### config.mk
export PLATFORM = sky130hd
export DESIGN_NAME = riscv_sw_debounce
export DESIGN_NICKNAME = d
export VERILOG_FILES = /design/src/rtl/riscv_sw_debounce.sv
export SDC_FILE = /design/constraint.sdc
export NUM_CORES = 1
export LEC_CHECK = 0
export CORE_MARGIN = 10
export CORE_UTILIZATION = 25
export CTS_CLUSTER_SIZE = 10
export DETAILED_ROUTE_END_ITERATION = 6
export HOLD_SLACK_MARGIN = 0.1
export MAX_ROUTING_LAYER = met4
export PLACE_DENSITY = 0.49
export SYNTH_ARGS = -nofsm -noshare
export SYNTH_HDL_FRONTEND = slang
export SYNTH_SLANG_ARGS = --single-unit
### constraint.sdc
create_clock -name clk -period 5.9 [get_ports clk]
set_clock_uncertainty 0.05 [all_clocks]
set_input_delay 1.475 -clock clk [delete_from_list [all_inputs] [get_ports clk]]
set_output_delay 1.475 -clock clk [all_outputs]
set_load 0.005 [all_outputs]
### src/rtl/riscv_sw_debounce.sv
// Per-bit switch debouncer: 2-flop sync, shared sample prescaler,
// per-bit stability counters, sticky change flags and update strobe.
`timescale 1ns/1ps
module riscv_sw_debounce #(
    parameter int W            = 24,
    parameter int TICK_DIV     = 100000,
    parameter int STABLE_TICKS = 10
) (
    input  logic         clk,
    input  logic         rst_n,
    input  logic [W-1:0] sw_raw,
    input  logic [W-1:0] clr_changed,
    output logic [W-1:0] sw_clean,
    output logic [W-1:0] sw_changed,
    output logic         sw_change_pulse
);

    localparam int PW = (TICK_DIV > 1) ? $clog2(TICK_DIV) : 1;
    localparam int CW = $clog2(STABLE_TICKS + 1);
    localparam logic [PW-1:0] PMAX = PW'(TICK_DIV - 1);
    localparam logic [CW-1:0] CMAX = CW'(STABLE_TICKS - 1);

    logic [W-1:0]  sync1_q;
    logic [W-1:0]  sync2_q;
    logic [PW-1:0] presc_q;
    logic [PW-1:0] presc_d;
    logic          tick;
    logic [CW-1:0] cnt_q [W];
    logic [CW-1:0] cnt_d [W];
    logic [W-1:0]  clean_q;
    logic [W-1:0]  clean_d;
    logic [W-1:0]  changed_q;
    logic [W-1:0]  changed_d;
    logic          pulse_q;
    logic          pulse_d;
    logic [W-1:0]  flip;

    // Two-flop synchronizer: the only consumer of the raw pins.
    always_ff @(posedge clk or negedge rst_n) begin
        if (!rst_n) begin
            sync1_q <= '0;
            sync2_q <= '0;
        end else begin
            sync1_q <= sw_raw;
            sync2_q <= sync1_q;
        end
    end

    // Sample prescaler; tick is high in the last cycle of each period.
    always_comb begin
        tick    = (presc_q == PMAX);
        presc_d = tick ? '0 : presc_q + 1'b1;
    end

    // Per-bit qualification: any agreement with the clean value restarts it.
    always_comb begin
        clean_d = clean_q;
        flip    = '0;
        for (int i = 0; i < W; i++) begin
            cnt_d[i] = cnt_q[i];
            if (sync2_q[i] == clean_q[i]) begin
                cnt_d[i] = '0;
            end else if (tick) begin
                if (cnt_q[i] == CMAX) begin
                    cnt_d[i]   = '0;
                    clean_d[i] = sync2_q[i];
                    flip[i]    = 1'b1;
                end else begin
                    cnt_d[i] = cnt_q[i] + 1'b1;
                end
            end
        end
        changed_d = (changed_q & ~clr_changed) | flip;
        pulse_d   = |flip;
    end

    // State registers for prescaler, counters, clean value and flags.
    always_ff @(posedge clk or negedge rst_n) begin
        if (!rst_n) begin
            presc_q   <= '0;
            clean_q   <= '0;
            changed_q <= '0;
            pulse_q   <= 1'b0;
            for (int i = 0; i < W; i++) cnt_q[i] <= '0;
        end else begin
            presc_q   <= presc_d;
            clean_q   <= clean_d;
            changed_q <= changed_d;
            pulse_q   <= pulse_d;
            for (int i = 0; i < W; i++) cnt_q[i] <= cnt_d[i];
        end
    end

    assign sw_clean        = clean_q;
    assign sw_changed      = changed_q;
    assign sw_change_pulse = pulse_q;

endmodule
-- Yosys cells after proc, flatten, opt, wreduce, memory -nomap -nowiden
Cells that the tools add are included.
- $add $sub $neg: 25
- multiply operators: 0
- div/mod/pow operators: 0
- order comparisons: 0
- eq/ne operators: 49
- shifts and indexed selects: 0
- mux-type cells: 145
- bitwise operators: 27
- reduce and logical (&&, ||, !) cells: 49
- operators with widths (operator ; number):
    4-bit 2-to-1 mux ; 72
    4-bit by 1-bit adder with 4-bit output, second input constant ; 24
    4-bit == test, second input constant ; 24
    1-bit 2-to-1 mux ; 72
    3-bit AND reduction ; 24
    2-bit nonzero test ; 24
    24-bit bitwise AND ; 1
    1-bit == test ; 24
    1-bit inverter ; 24
    24-bit inverter ; 1
    24-bit bitwise OR ; 1
    24-bit OR reduction ; 1
    17-bit by 1-bit adder with 17-bit output, second input constant ; 1
    17-bit == test, second input constant ; 1
    17-bit 2-to-1 mux ; 1
- register bits: 210
- bits in latches: 0
- memory bits (writable): 0
- memory bits (read-only): 0
- output and inout port bits: 49
- memories kept: 0

-- Longest topological paths before layout
- depth in word-level cells: 5
- mapped depth: 10
- gate-level depth less buffers: 7

-- Least setup slack after synthesis
OpenSTA, ideal clock, no wires.
- kind: register to register
- start point: reg presc_q[0]
- end point: reg cnt_q[71] in the netlist's numbering
- library setup time: 119 ps
- arrival time: 1846 ps
- required time: 5731 ps
- slack: 3885 ps
- stages on the path, launching flop included: 9
- path buffers: 3
- path through: dfrtp_1 -> ha_1 -> and4_1 -> buf_2 -> nand4_1 -> clkbuf_1 -> clkbuf_1 -> nor2_1 -> o21a_1
- cells in the longest elaborated chain, start to end: 2
- ends and longest elaborated chain (element ; RTL line ; text):
    from (decl) ; 25 ; logic [PW-1:0] presc_q;
    from (signal assigned) ; 86 ; presc_q <= presc_d;
    17-bit == test ; 51 ; tick = (presc_q == PMAX);
    2-bit nonzero test (no source line) ; -- ;
    to (decl) ; 28 ; logic [CW-1:0] cnt_q [W];
No other way between the ends.
A chain may end at the register's enable or synchronous reset.

-- Worst setup path in the final report
- start point: reg clean_q[7], in the netlist sw_clean[7]
- end point: out sw_clean[7]
- RTL lines (element ; RTL line ; text):
    from (decl) ; 30 ; logic [W-1:0] clean_q;
    from (signal assigned) ; 87 ; clean_q <= clean_d;
    to (decl) ; 13 ; output logic [W-1:0] sw_clean,
No word-level cell between the ends.

==> report_table.html <==
<table>
<tr><th>Metric</th><th>Value</th></tr>
<tr><th colspan="2">Run status</th></tr>
<tr><td>Run status</td><td>finished, final reports clean</td></tr>
<tr><th colspan="2">Clock tree</th></tr>
<tr><td>H-tree depth</td><td>1</td></tr>
<tr><td>Resize count post-CTS</td><td>0</td></tr>
<tr><td>CTS tree</td><td>built</td></tr>
<tr><td>Hold-fix buffers, CTS</td><td>0</td></tr>
<tr><td>Clock latency reported for the late side of the worst-skew pair</td><td>0.53 ns</td></tr>
<tr><td>Clock root buffer</td><td>sky130_fd_sc_hd__clkbuf_16</td></tr>
<tr><td>Clock transition at the registers of the reported paths</td><td>0.05 ns</td></tr>
<tr><td>Num CTS Buffers</td><td>27</td></tr>
<tr><td>Worst-case clock buffer depth</td><td>3</td></tr>
<tr><td>Post-CTS setup buffer count</td><td>0</td></tr>
<tr><td>Sinks on the clock net</td><td>210</td></tr>
<tr><th colspan="2">Die</th></tr>
<tr><td>I/O pin count</td><td>99</td></tr>
<tr><td>Die Y</td><td>214.7 um</td></tr>
<tr><td>Total die area</td><td>0.04612 mm^2</td></tr>
<tr><td>Placeable Area</td><td>0.03758 mm^2</td></tr>
<tr><td>Placement row count</td><td>between 70 and 80</td></tr>
<tr><td>Die span in x</td><td>between 200 and 250 um</td></tr>
<tr><td>Initial Utilization</td><td>between 20% and 30%</td></tr>
<tr><th colspan="2">STA</th></tr>
<tr><td>Time the final worst path needs with I/O delays and setup</td><td>2.999 ns</td></tr>
<tr><td>Max_slew headroom</td><td>28.41%</td></tr>
<tr><td>Unrepaired setup endpoints after global routing</td><td>no</td></tr>
<tr><td>Final worst path period share</td><td>50.84%</td></tr>
<tr><td>Setup TNS Final</td><td>0 ns</td></tr>
<tr><td>Final Hold Viols</td><td>0</td></tr>
<tr><td>Fin. max-slew vios</td><td>0</td></tr>
<tr><td>Worst Max-Slew Pin Slew</td><td>1.074 ns</td></tr>
<tr><td>Highest achievable clock rate</td><td>333.4 MHz</td></tr>
<tr><td>Total of endpoints with negative setup slack in the final report</td><td>0</td></tr>
<tr><th colspan="2">Setup path</th></tr>
<tr><td>Buf+Inv Stages, Crit Path</td><td>1</td></tr>
<tr><td>Data required, critical path</td><td>4.38 ns</td></tr>
<tr><td>Critical path, cell by cell</td><td>clkdlybuf4s50_1</td></tr>
<tr><td>Maximum fanout along the worst path</td><td>3</td></tr>
<tr><td>End of the worst register-to-register path</td><td>cnt_q[22]$_DFFE_PN0P_</td></tr>
<tr><td>Arrival time at the worst endpoint</td><td>1.47 ns</td></tr>
<tr><td>Worst Setup End Kind</td><td>output pin</td></tr>
<tr><td>Flop-to-flop setup slack</td><td>3.19 ns</td></tr>
<tr><td>Slowest CP cell</td><td>sky130_fd_sc_hd__clkdlybuf4s50_1</td></tr>
<tr><td>End point of the critical path</td><td>sw_clean[7]</td></tr>
<tr><td>Reg-to-reg startpoint</td><td>presc_q[0]$_DFF_PN0_</td></tr>
<tr><td>CP peak stage delay</td><td>between 0.5 and 0.6 ns</td></tr>
<tr><td>Stages on the worst setup path</td><td>1</td></tr>
<tr><td>Setup crit start kind</td><td>flip-flop</td></tr>
<tr><td>Critical path type</td><td>flip-flop to output pin</td></tr>
<tr><td>Family with the most delay on the worst path</td><td>buffers and inverters</td></tr>
<tr><td>R2R cell count</td><td>6</td></tr>
<tr><td>Worst setup path startpoint</td><td>sw_clean[7]$_DFFE_PN0P_</td></tr>
<tr><th colspan="2">Routing</th></tr>
<tr><td>Number of routed nets with antenna violations</td><td>0</td></tr>
<tr><td>Vias after detailed routing</td><td>6910</td></tr>
<tr><td>Drc violations</td><td>0</td></tr>
<tr><td>First-pass detailed-route iteration total</td><td>4</td></tr>
<tr><td>Drt initial violations</td><td>309</td></tr>
<tr><td>Overall routed net length</td><td>21400 um</td></tr>
<tr><td>Per-cell via count in the routed design</td><td>4.424</td></tr>
<tr><td>Average wire per standard cell</td><td>13.70 um</td></tr>
<tr><th colspan="2">Yosys</th></tr>
<tr><td>Count of distinct cell types in the synthesized netlist</td><td>43</td></tr>
<tr><td>Number of enable flip-flop cells after synthesis</td><td>0</td></tr>
<tr><td>Post-Synthesis Net Count</td><td>1027</td></tr>
<tr><td>Flip-flop cell with the highest count after synthesis</td><td>sky130_fd_sc_hd__dfrtp_1</td></tr>
<tr><td>Synth Instances</td><td>928</td></tr>
<tr><td>Flip-flop and latch count after synthesis</td><td>210</td></tr>
<tr><td>Part of the Yosys area used for sequential elements</td><td>a little under three fifths</td></tr>
<tr><td>Post-synthesis cell area</td><td>0.009482 mm^2</td></tr>
<tr><td>Yosys warnings</td><td>0</td></tr>
<tr><td>Post-synth ARST share</td><td>100.0%</td></tr>
<tr><td>Average cell area after synthesis</td><td>10.22 um^2</td></tr>
<tr><th colspan="2">Layout</th></tr>
<tr><td>Final standard cell area without fillers</td><td>0.01187 mm^2</td></tr>
<tr><td>Ratio of cells with drive above 1 in the final layout</td><td>about 7.6%</td></tr>
<tr><td>Number of fillers in the final layout</td><td>3856</td></tr>
<tr><td>Synthesis-to-layout area growth</td><td>25.15%</td></tr>
<tr><td>Number of antenna diodes</td><td>0</td></tr>
<tr><td>Final net count</td><td>roughly 1100</td></tr>
<tr><td>Post-Route Utilization</td><td>31.58%</td></tr>
<tr><th colspan="2">Power and ir drop</th></tr>
<tr><td>Total design power</td><td>3.091 mW</td></tr>
<tr><td>Combinational power share</td><td>about 2.9%</td></tr>
<tr><td>Switching part of the total</td><td>about a fifth</td></tr>
<tr><td>Cell leakage power</td><td>4.960 nW</td></tr>
<tr><td>Switching power total</td><td>0.6584 mW</td></tr>
<tr><td>Relative contribution of sequential cells to total power</td><td>47.4%</td></tr>
<tr><td>Largest vdd supply drop</td><td>0.2076 mV</td></tr>
<tr><td>P_int</td><td>2.433 mW</td></tr>
<tr><td>Ratio of total power to cell area</td><td>260.5 mW/mm^2</td></tr>
<tr><td>Proportion of power drawn by the clock network</td><td>49.7%</td></tr>
<tr><th colspan="2">Worst hold path</th></tr>
<tr><td>Hold Startpoint</td><td>sync1_q[19]$_DFF_PN0_</td></tr>
<tr><td>Worst min-delay path class</td><td>flip-flop to flip-flop</td></tr>
<tr><th colspan="2">Global routing</th></tr>
<tr><td>Aggregate global-route resource usage</td><td>9.573%</td></tr>
<tr><td>Initial antenna violation count</td><td>0</td></tr>
<tr><td>First-pass GRT wire length</td><td>36270 um</td></tr>
<tr><td>Pin count of the biggest net entering global routing</td><td>126</td></tr>
<tr><td>Number of global-route vias before repair</td><td>6813</td></tr>
<tr><td>GR Overflow Total</td><td>0</td></tr>
<tr><th colspan="2">Placed design</th></tr>
<tr><td>Final weighted congestion in routability-driven placement</td><td>around 0.74</td></tr>
<tr><td>Detailed Place HPWL</td><td>13730 um</td></tr>
<tr><td>Count of buffers inserted at the top-level ports</td><td>98</td></tr>
<tr><td>Cell area after placement</td><td>0.01104 mm^2</td></tr>
<tr><th colspan="2">Job</th></tr>
<tr><td>Total of max-cap violations</td><td>0</td></tr>
</table>
[flip-flops by register name, summed over array words and instances, names as in the netlist]
register,cells
sw_clean,24
sync1_q,24
sync2_q,24
sw_change_pulse,1
cnt_q,96
presc_q,17
sw_changed,24
[cell usage in the layout, fill, tap and decap left out, types with 31 or more instances in the layout]
| cell type | n |
|---|---|
| sky130_fd_sc_hd__inv_1 | 54 |
| sky130_fd_sc_hd__xnor2_1 | 35 |
| sky130_fd_sc_hd__nor3_1 | 56 |
| sky130_fd_sc_hd__dfrtp_1 | 210 |
| sky130_fd_sc_hd__nor2_1 | 96 |
| sky130_fd_sc_hd__or3_1 | 31 |
| sky130_fd_sc_hd__clkdlybuf4s50_1 | 97 |
| sky130_fd_sc_hd__nand2_1 | 125 |
| sky130_fd_sc_hd__a21oi_1 | 81 |
| sky130_fd_sc_hd__ha_1 | 49 |
[final cells by class]
| class | instances | area (um^2) | share of cell area (%) |
|---|---|---|---|
| inverters | 54 | 202.7 | 1.708 |
| clock inverters | 5 | 53.80 | 0.4534 |
| multi-input cells | 640 | 3909 | 32.94 |
| flip-flops and latches | 210 | 5255 | 44.29 |
| clock buffers | 39 | 770.7 | 6.495 |
| repair buffers | 103 | 1036 | 8.730 |
| well taps | 511 | 639.4 | 5.388 |
[stage by stage]
step                hold slack, ns  instances  setup WS (ns)
CTS                         0.2979       1562          2.841
global route                0.3012       1562          2.824
global placement            0.2820       1518          3.133
detailed placement          0.2855       1518          3.125
floorplan                   0.2812        928          3.885
finish                      0.2955       1562          2.901
[per-layer routing]
| metal | vias to the layer above | global-route usage [%] | part of all wire, % |
|---|---|---|---|
| li1 | 3437 | - | - |
| met1 | 3339 | 12.24 | 47 |
| met2 | 108 | 14.85 | 46 |
| met3 | 26 | 2.275 | 5.0 |
| met4 | 0 | 2.718 | 1.8 |
| met5 | - | - | 0 |
[Yosys cell counts (13+ instances only)]
| cell type | instances | share of area [%] |
|---|---|---|
| sky130_fd_sc_hd__ha_1 | 49 | 6.5 |
| sky130_fd_sc_hd__a21oi_1 | 81 | 4.3 |
| sky130_fd_sc_hd__o22ai_1 | 21 | 1.4 |
| sky130_fd_sc_hd__xnor2_1 | 35 | 3.2 |
| sky130_fd_sc_hd__clkbuf_1 | 14 | 0.55 |
| sky130_fd_sc_hd__nor2_1 | 96 | 3.8 |
| sky130_fd_sc_hd__inv_1 | 54 | 2.1 |
| sky130_fd_sc_hd__mux2_2 | 22 | 2.6 |
| sky130_fd_sc_hd__or3_1 | 31 | 2.0 |
| sky130_fd_sc_hd__dfrtp_1 | 210 | 55 |
| sky130_fd_sc_hd__nand2_1 | 125 | 4.9 |
| sky130_fd_sc_hd__nor3_1 | 56 | 3.0 |
| sky130_fd_sc_hd__nand3_1 | 13 | 0.69 |
| sky130_fd_sc_hd__o21ai_0 | 15 | 0.79 |
[worst reg2reg max path: cells and delay by family, from the launching register on]
family          cells  cell delay (ns)
simple gates        4             1.82
compound gates      1             0.17
flops               1             0.39
fa+ha+maj           1             0.21
[worst min-delay path by stage]
stage	end	slack, ns	cells past startpoint
2_1_floorplan	sync2_q[0]$_DFF_PN0_	0.28	0
3_3_place_gp	sync2_q[13]$_DFF_PN0_	0.28	0
3_5_place_dp	sync2_q[12]$_DFF_PN0_	0.29	0
4_1_cts	sync2_q[3]$_DFF_PN0_	0.30	0
5_1_grt	sync2_q[12]$_DFF_PN0_	0.30	0
6_report	sync2_q[19]$_DFF_PN0_	0.30	0
[kinds of logic after synthesis]
group                    synth area share [%]
AND/OR/NAND/NOR                         17.48
XOR/XNOR                                3.602
adder cells (fa/ha/maj)                 6.466
buffers and inverters                   3.378
flip-flops                              55.42
multiplexers                            2.613
AO/OA/AOI/OAI                           11.03
[power groups by stage]
stage          sequential, mW  clock [mW]  combinational, mW
6_report                 1.47        1.54             0.0889
5_1_grt                  1.47        1.68              0.101
4_1_cts                  1.47        1.61             0.0934
3_5_place_dp             1.49           0             0.0931
3_3_place_gp             1.49           0             0.0932
2_1_floorplan            1.49           0             0.0175
Power figures use the tool's default switching activity.
